[config.mk]
export PLATFORM = sky130hd
export DESIGN_NAME = rc4_prga_decrypt
export DESIGN_NICKNAME = d
export VERILOG_FILES = /design/src/rtl/rc4_pkg.sv /design/src/rtl/rc4_prga_decrypt.sv
export SDC_FILE = /design/constraint.sdc
export NUM_CORES = 1
export LEC_CHECK = 0
export BUFFER_PORTS_ARGS = -buffer_cell sky130_fd_sc_hd__buf_2
export CAP_MARGIN = 20
export CORE_MARGIN = 1
export CORE_UTILIZATION = 35
export CTS_CLUSTER_DIAMETER = 80
export CTS_CLUSTER_SIZE = 12
export DETAILED_ROUTE_END_ITERATION = 10
export HOLD_SLACK_MARGIN = 0.08
export SKIP_LAST_GASP = 1
export SLEW_MARGIN = 10
export SYNTH_ARGS = -nofsm -noshare
export SYNTH_HDL_FRONTEND = slang
export SYNTH_SLANG_ARGS = --single-unit
[constraint.sdc]
create_clock -name CLOCK_50 -period 2.6 [get_ports CLOCK_50]
set_input_delay 0.26 -clock CLOCK_50 [delete_from_list [all_inputs] [get_ports CLOCK_50]]
set_output_delay 0.26 -clock CLOCK_50 [all_outputs]
set_load 0.05 [all_outputs]
[src/rtl/rc4_pkg.sv]
// Shared RC4 definitions: S memory geometry and the PRGA state encoding.
// Used by the key-scheduling FSM, the PRGA/decrypt stage and the top-level S ownership mux.
package rc4_pkg;

    localparam int S_DEPTH  = 256;
    localparam int S_ADDR_W = 8;

    typedef enum logic [3:0] {
        PRGA_IDLE,
        PRGA_READ_SI,
        PRGA_WAIT_SI,
        PRGA_READ_SJ,
        PRGA_WAIT_SJ,
        PRGA_WRITE_SI,
        PRGA_WRITE_SJ,
        PRGA_READ_F,
        PRGA_WAIT_F,
        PRGA_WRITE_OUT,
        PRGA_DONE
    } prga_state_t;

endpackage

[src/rtl/rc4_prga_decrypt.sv]
// RC4 PRGA + decrypt: walks S for one keystream byte per message byte, XORs it with the ROM byte into RAM.
// Latency 9 cycles/byte (done 9*MSG_LENGTH cycles after start); no backpressure, memories always ready.
module rc4_prga_decrypt
    import rc4_pkg::*;
#(
    parameter int MSG_LENGTH = 32,
    parameter int MSG_ADDR_W = 5
) (
    input  logic                  CLOCK_50,
    input  logic                  reset,
    input  logic                  start,
    output logic [S_ADDR_W-1:0]   s_address,
    output logic [7:0]            s_data,
    output logic                  s_wren,
    input  logic [7:0]            s_q,
    output logic [MSG_ADDR_W-1:0] rom_address,
    input  logic [7:0]            rom_q,
    output logic [MSG_ADDR_W-1:0] ram_address,
    output logic [7:0]            ram_data,
    output logic                  ram_wren,
    output logic                  busy,
    output logic                  done
);

    localparam logic [MSG_ADDR_W:0] K_ONE  = (MSG_ADDR_W+1)'(1);
    localparam logic [MSG_ADDR_W:0] LAST_K = (MSG_ADDR_W+1)'(MSG_LENGTH - 1);

    prga_state_t state, state_nxt;

    logic [S_ADDR_W-1:0]   i, i_nxt;
    logic [S_ADDR_W-1:0]   j, j_nxt;
    logic [7:0]            si, si_nxt;
    logic [7:0]            sj, sj_nxt;
    logic [MSG_ADDR_W:0]   k, k_nxt;

    logic [S_ADDR_W-1:0]   s_address_nxt;
    logic [7:0]            s_data_nxt;
    logic                  s_wren_nxt;
    logic [MSG_ADDR_W-1:0] rom_address_nxt;
    logic [MSG_ADDR_W-1:0] ram_address_nxt;
    logic [7:0]            ram_data_nxt;
    logic                  ram_wren_nxt;
    logic                  busy_nxt;
    logic                  done_nxt;

    always_ff @(posedge CLOCK_50) begin
        if (reset) begin
            state       <= PRGA_IDLE;
            i           <= '0;
            j           <= '0;
            si          <= '0;
            sj          <= '0;
            k           <= '0;
            s_address   <= '0;
            s_data      <= '0;
            s_wren      <= 1'b0;
            rom_address <= '0;
            ram_address <= '0;
            ram_data    <= '0;
            ram_wren    <= 1'b0;
            busy        <= 1'b0;
            done        <= 1'b0;
        end else begin
            state       <= state_nxt;
            i           <= i_nxt;
            j           <= j_nxt;
            si          <= si_nxt;
            sj          <= sj_nxt;
            k           <= k_nxt;
            s_address   <= s_address_nxt;
            s_data      <= s_data_nxt;
            s_wren      <= s_wren_nxt;
            rom_address <= rom_address_nxt;
            ram_address <= ram_address_nxt;
            ram_data    <= ram_data_nxt;
            ram_wren    <= ram_wren_nxt;
            busy        <= busy_nxt;
            done        <= done_nxt;
        end
    end

    always_comb begin
        state_nxt       = state;
        i_nxt           = i;
        j_nxt           = j;
        si_nxt          = si;
        sj_nxt          = sj;
        k_nxt           = k;
        s_address_nxt   = s_address;
        s_data_nxt      = s_data;
        s_wren_nxt      = 1'b0;
        rom_address_nxt = rom_address;
        ram_address_nxt = ram_address;
        ram_data_nxt    = ram_data;
        ram_wren_nxt    = 1'b0;
        busy_nxt        = busy;
        done_nxt        = done;

        case (state)
            PRGA_IDLE: begin
                if (start) begin
                    busy_nxt  = 1'b1;
                    state_nxt = PRGA_READ_SI;
                end
            end
            PRGA_READ_SI: begin
                i_nxt         = i + 8'd1;
                s_address_nxt = i + 8'd1;
                state_nxt     = PRGA_WAIT_SI;
            end
            PRGA_WAIT_SI: state_nxt = PRGA_READ_SJ;
            PRGA_READ_SJ: begin
                si_nxt        = s_q;
                j_nxt         = j + s_q;
                s_address_nxt = j + s_q;
                state_nxt     = PRGA_WAIT_SJ;
            end
            PRGA_WAIT_SJ: state_nxt = PRGA_WRITE_SI;
            // S[i] is written before S[j]; when i==j both carry the same byte, so S stays intact.
            PRGA_WRITE_SI: begin
                sj_nxt        = s_q;
                s_address_nxt = i;
                s_data_nxt    = s_q;
                s_wren_nxt    = 1'b1;
                state_nxt     = PRGA_WRITE_SJ;
            end
            PRGA_WRITE_SJ: begin
                s_address_nxt = j;
                s_data_nxt    = si;
                s_wren_nxt    = 1'b1;
                state_nxt     = PRGA_READ_F;
            end
            PRGA_READ_F: begin
                s_address_nxt   = si + sj;
                rom_address_nxt = k[MSG_ADDR_W-1:0];
                state_nxt       = PRGA_WAIT_F;
            end
            PRGA_WAIT_F: state_nxt = PRGA_WRITE_OUT;
            PRGA_WRITE_OUT: begin
                ram_address_nxt = k[MSG_ADDR_W-1:0];
                ram_data_nxt    = s_q ^ rom_q;
                ram_wren_nxt    = 1'b1;
                k_nxt           = k + K_ONE;
                if (k == LAST_K) begin
                    done_nxt  = 1'b1;
                    busy_nxt  = 1'b0;
                    state_nxt = PRGA_DONE;
                end else begin
                    state_nxt = PRGA_READ_SI;
                end
            end
            PRGA_DONE: begin
                if (start) begin
                    i_nxt     = '0;
                    j_nxt     = '0;
                    k_nxt     = '0;
                    done_nxt  = 1'b0;
                    state_nxt = PRGA_IDLE;
                end
            end
            default: state_nxt = PRGA_IDLE;
        endcase
    end

endmodule

==> results.json <==
{
  "place.detailed.hpwl_um": 8690,
  "vdd.ir_drop.worst_mv": 0.264,
  "drive_gt1_share_pct": 16.0,
  "synth_top_area_share_pct": 38.0,
  "pwr-share-clk_pct": 42.4,
  "synthesis_to_layout_area_growth_pct": 16.8,
  "sequentialPowerShare_pct": 43.2,
  "pre_cts_ws_ns": 0.272,
  "worst_path_largest_cell_delay_ns": 0.42,
  "grt_pass1_wl_um": 19400,
  "power_density_nw_per_um2": 609,
  "routed_wire_length_per_instance_um": 16.4,
  "first_iter_violations": 275,
  "top_ff_cell_synth": "sky130_fd_sc_hd__dfxtp_1",
  "post-route-period-util_pct": 87.2,
  "synth-async-reset-ratio_pct": 0,
  "design.final.nets": 614,
  "grt_pass1_vias": 3801,
  "antenna_cells_inserted": 0,
  "num_rows": 39,
  "post_synth.cell_area_avg_um2": 7.96,
  "worst_setup_hold_path_clk_slew_ns": 0.06,
  "seq_area_frac_synth_pct": 38.0,
  "cp-start-kind": "flop",
  "grtUsageMet3_pct": 4.08,
  "relSlewSlack_pct": 48.1,
  "die_h_um": 112,
  "setup.worst_path.start": "j[0]",
  "die_width_um": 112,
  "groute.usage.overall_pct": 19.6,
  "setup_repair_after_global_routing_missed_its_margin": "false",
  "hold_start": "rom_q[3]",
  "post-cts-setup-buffer-count": 0,
  "cell_by_cell_trace_of_the_critical_path": "ha_1 > fa_1 > a21oi_1 > o211ai_1 > a21oi_1 > xnor2_1 > a2111oi_0 > o21ai_1",
  "power.internal_uw": 2150,
  "critical_path.reg2reg.startpoint": "j[0]",
  "grt_max_degree": 38,
  "wirelength_um": 11900,
  "clock-root-buffer": "sky130_fd_sc_hd__clkbuf_16",
  "floorplan.initialDensity_pct": 36.4,
  "portBuffers": 56,
  "detail_route.first_pass.iterations": 8,
  "fin_tns_setup_ns": 0,
  "io_pins": 57,
  "synth_top_area_cell": "sky130_fd_sc_hd__dfxtp_1",
  "yosys_warn_count": 0,
  "worst-endpoint-required_ns": 2.81,
  "achievable-frequency_mhz": 441,
  "violations_in_the_final_reports": "design-rule violations",
  "die-area_um2": 12500,
  "setup_violations": 0,
  "totalPowerFinal_uw": 3000,
  "leakagePower_uw": 0.00185,
  "grt_overflow": 0,
  "crit_slowest_cell": "sky130_fd_sc_hd__a2111oi_0",
  "syn_inst": 529,
  "sw_pwr_uw": 841,
  "hold_path_class": "primary input to flop",
  "grt_most_used_layer": "met2",
  "timing_worst_setup_path_type": "flop to flop",
  "critPathTopFamily": "compound AO/OA/AOI/OAI gates",
  "globalplace.congestion": 0.874,
  "route.vias.total": 4044,
  "crit_path_frequent_cell": "sky130_fd_sc_hd__a21oi_1",
  "floorplan.core_area_um2": 11600,
  "drt_drc_violations_left": 10,
  "cts.path.max_buffers": 2,
  "fillers": 1156,
  "ctsResizeCount": 0,
  "combPwrFrac_pct": 14.5,
  "ant_nets": 0,
  "number_of_distinct_library_cells_after_synthesis": 63,
  "routed_vias_inst": 5.58,
  "grtUsageMet2_pct": 32.3,
  "cts_inserted_buffers": 9,
  "netSwitchingFraction_pct": 28.1,
  "timing.critical_path.fanout_max": 3,
  "top_cells_by_area_in_the_synthesized_netlist": "sky130_fd_sc_hd__dfxtp_1 (38%), sky130_fd_sc_hd__nand2_1 (7.3%), sky130_fd_sc_hd__a21oi_1 (7.3%)",
  "synth_area_um2": 4210,
  "grtUsageMet1_pct": 25.4,
  "max_slew.worst_pin.slew_ns": 0.778,
  "cp_data_arrival_time_ns": 2.48,
  "setup.worst_path.end_class": "flop",
  "synth_edf_count": 0,
  "timing_hold_violations_final": 0,
  "max_cap_viol_count": 0,
  "clock-sinks": 80,
  "synth_fp_nets": 566,
  "initial_antenna_violation_count": 0,
  "timing.clock.skew_ns": 0.00620,
  "final.setup.worst_slack_ns": 0.332,
  "final_report_max_slew_violation_count": 0,
  "outcome": "finished with violations",
  "clock_tree.htree_level_count": 3,
  "worstPathBufferInverterCount": 0,
  "synth_seq_cells": 80,
  "period_minus_slack_ns": 2.27,
  "tritoncts_clock_tree": "yes",
  "clkLatencyLatePin_ns": 0.34,
  "cts-hold-fix-buffers": 0
}
-- placed cells by master, fill, tap and decap left out, types with 5 or more instances in the layout --
cell type	synthesis	routed
sky130_fd_sc_hd__o22ai_1	8	8
sky130_fd_sc_hd__nand3_1	14	14
sky130_fd_sc_hd__xnor2_1	19	19
sky130_fd_sc_hd__o21ai_0	28	28
sky130_fd_sc_hd__a21oi_1	61	61
sky130_fd_sc_hd__or3_1	7	7
sky130_fd_sc_hd__ha_1	16	16
sky130_fd_sc_hd__inv_1	8	8
sky130_fd_sc_hd__a31oi_1	5	5
sky130_fd_sc_hd__nand2_1	82	82
sky130_fd_sc_hd__a211oi_1	14	14
sky130_fd_sc_hd__nor2_1	54	54
sky130_fd_sc_hd__nor3_1	14	14
sky130_fd_sc_hd__xor2_1	7	7
sky130_fd_sc_hd__dfxtp_1	80	80
sky130_fd_sc_hd__buf_4	3	11
sky130_fd_sc_hd__o21a_1	9	9
sky130_fd_sc_hd__o2bb2ai_1	5	5
sky130_fd_sc_hd__clkbuf_16	0	9
sky130_fd_sc_hd__o221ai_1	5	5
sky130_fd_sc_hd__buf_2	6	56
-- power by group through the flow --
stage                     combinational [uW]  sequential (uW)  clock, uW
after CTS                                432             1290       1290
after global routing                     474             1300       1350
after global placement                   423             1320          0
after detailed placement                 430             1320          0
final                                    434             1290       1270
after floorplan                          265             1360          0
-- cells in the mapped netlist, types with 2 or more instances --
| library cell | instances |
|---|---|
| sky130_fd_sc_hd__or3_1 | 7 |
| sky130_fd_sc_hd__dfxtp_1 | 80 |
| sky130_fd_sc_hd__xnor2_1 | 19 |
| sky130_fd_sc_hd__nor2_1 | 54 |
| sky130_fd_sc_hd__a22oi_1 | 3 |
| sky130_fd_sc_hd__inv_1 | 8 |
| sky130_fd_sc_hd__nand2b_1 | 4 |
| sky130_fd_sc_hd__a211o_1 | 2 |
| sky130_fd_sc_hd__ha_1 | 16 |
| sky130_fd_sc_hd__nand2_1 | 82 |
| sky130_fd_sc_hd__a2111oi_0 | 4 |
| sky130_fd_sc_hd__nand3_1 | 14 |
| sky130_fd_sc_hd__and2_1 | 2 |
| sky130_fd_sc_hd__buf_6 | 2 |
| sky130_fd_sc_hd__and3_1 | 3 |
| sky130_fd_sc_hd__buf_4 | 3 |
| sky130_fd_sc_hd__clkbuf_1 | 19 |
| sky130_fd_sc_hd__or2_2 | 2 |
| sky130_fd_sc_hd__a221oi_1 | 3 |
| sky130_fd_sc_hd__o21a_1 | 9 |
| sky130_fd_sc_hd__buf_2 | 6 |
| sky130_fd_sc_hd__a21oi_1 | 61 |
| sky130_fd_sc_hd__xor2_1 | 7 |
| sky130_fd_sc_hd__and2b_1 | 2 |
| sky130_fd_sc_hd__o22ai_1 | 8 |
| sky130_fd_sc_hd__o221ai_1 | 5 |
| sky130_fd_sc_hd__fa_1 | 2 |
| sky130_fd_sc_hd__o2bb2ai_1 | 5 |
| sky130_fd_sc_hd__nor3_1 | 14 |
| sky130_fd_sc_hd__a211oi_1 | 14 |
| sky130_fd_sc_hd__nor2b_1 | 4 |
| sky130_fd_sc_hd__o21ai_0 | 28 |
| sky130_fd_sc_hd__nand4b_1 | 2 |
| sky130_fd_sc_hd__a31oi_1 | 5 |
| sky130_fd_sc_hd__a21o_1 | 2 |
-- area by class of cell --
type	instances	area [um2]	share of cell area (%)
multi-input combinational	409	2420	49.2
sequential	80	1600	32.6
timing repair buffer	68	383	7.78
clock buffer	10	229	4.66
tap	143	179	3.64
clock inverter	6	67.6	1.37
inverter	9	36.3	0.738
-- worst reg2reg max path, delay by kind of cell (launching register included) --
kind                       cells  cell delay (ns)
AOI/OAI and AO/OA              5             1.09
xor gates and xnor gates       1             0.11
adders and majority gates      2             0.63
DFF                            1             0.33
-- registers in the layout, indices dropped and copies added (netlist names) --
name         count
si               8
s_wren           1
done             1
s_address        8
ram_data         8
sj               8
rom_address      5
busy             1
s_data           8
k                6
ram_wren         1
j                8
ram_address      5
i                8
state            4
-- worst paths after layout --
path / end / slack (ns) / depth (start not counted)
setup / recovery: s_address[6] / 0.33 / 8
setup reg to reg: s_address[6] / 0.33 / 8
hold / removal: ram_data[3] / 0.22 / 3
hold reg to reg: rom_address[3] / 0.45 / 2
-- layer usage --
layer / routed length, um / up-vias
li1: - / 1985
met1: 5400 / 1910
met2: 5480 / 129
met3: 737 / 20
met4: 256 / 0
met5: 0 / -
-- metrics by stage --
step           cell area [um2]  hold WS [ns]  util (%)  instances
5_1_grt                   4920         0.233      42.5        725
3_3_place_gp              4620         0.439      40.0        709
4_1_cts                   4920         0.220      42.5        725
3_5_place_dp              4620         0.447      40.0        709
6_report                  4920         0.220      42.5        725
2_1_floorplan             4210         0.396         -        529
-- cell families after synthesis --
group / share of synthesized area (%)
xor+xnor: 5.41
simple gates: 22.2
mux: 0.505
flops: 38.0
fa+ha+maj: 5.71
compound gates: 23.7
buf+inv: 4.43
No activity file was read; power rests on OpenSTA's default activity.
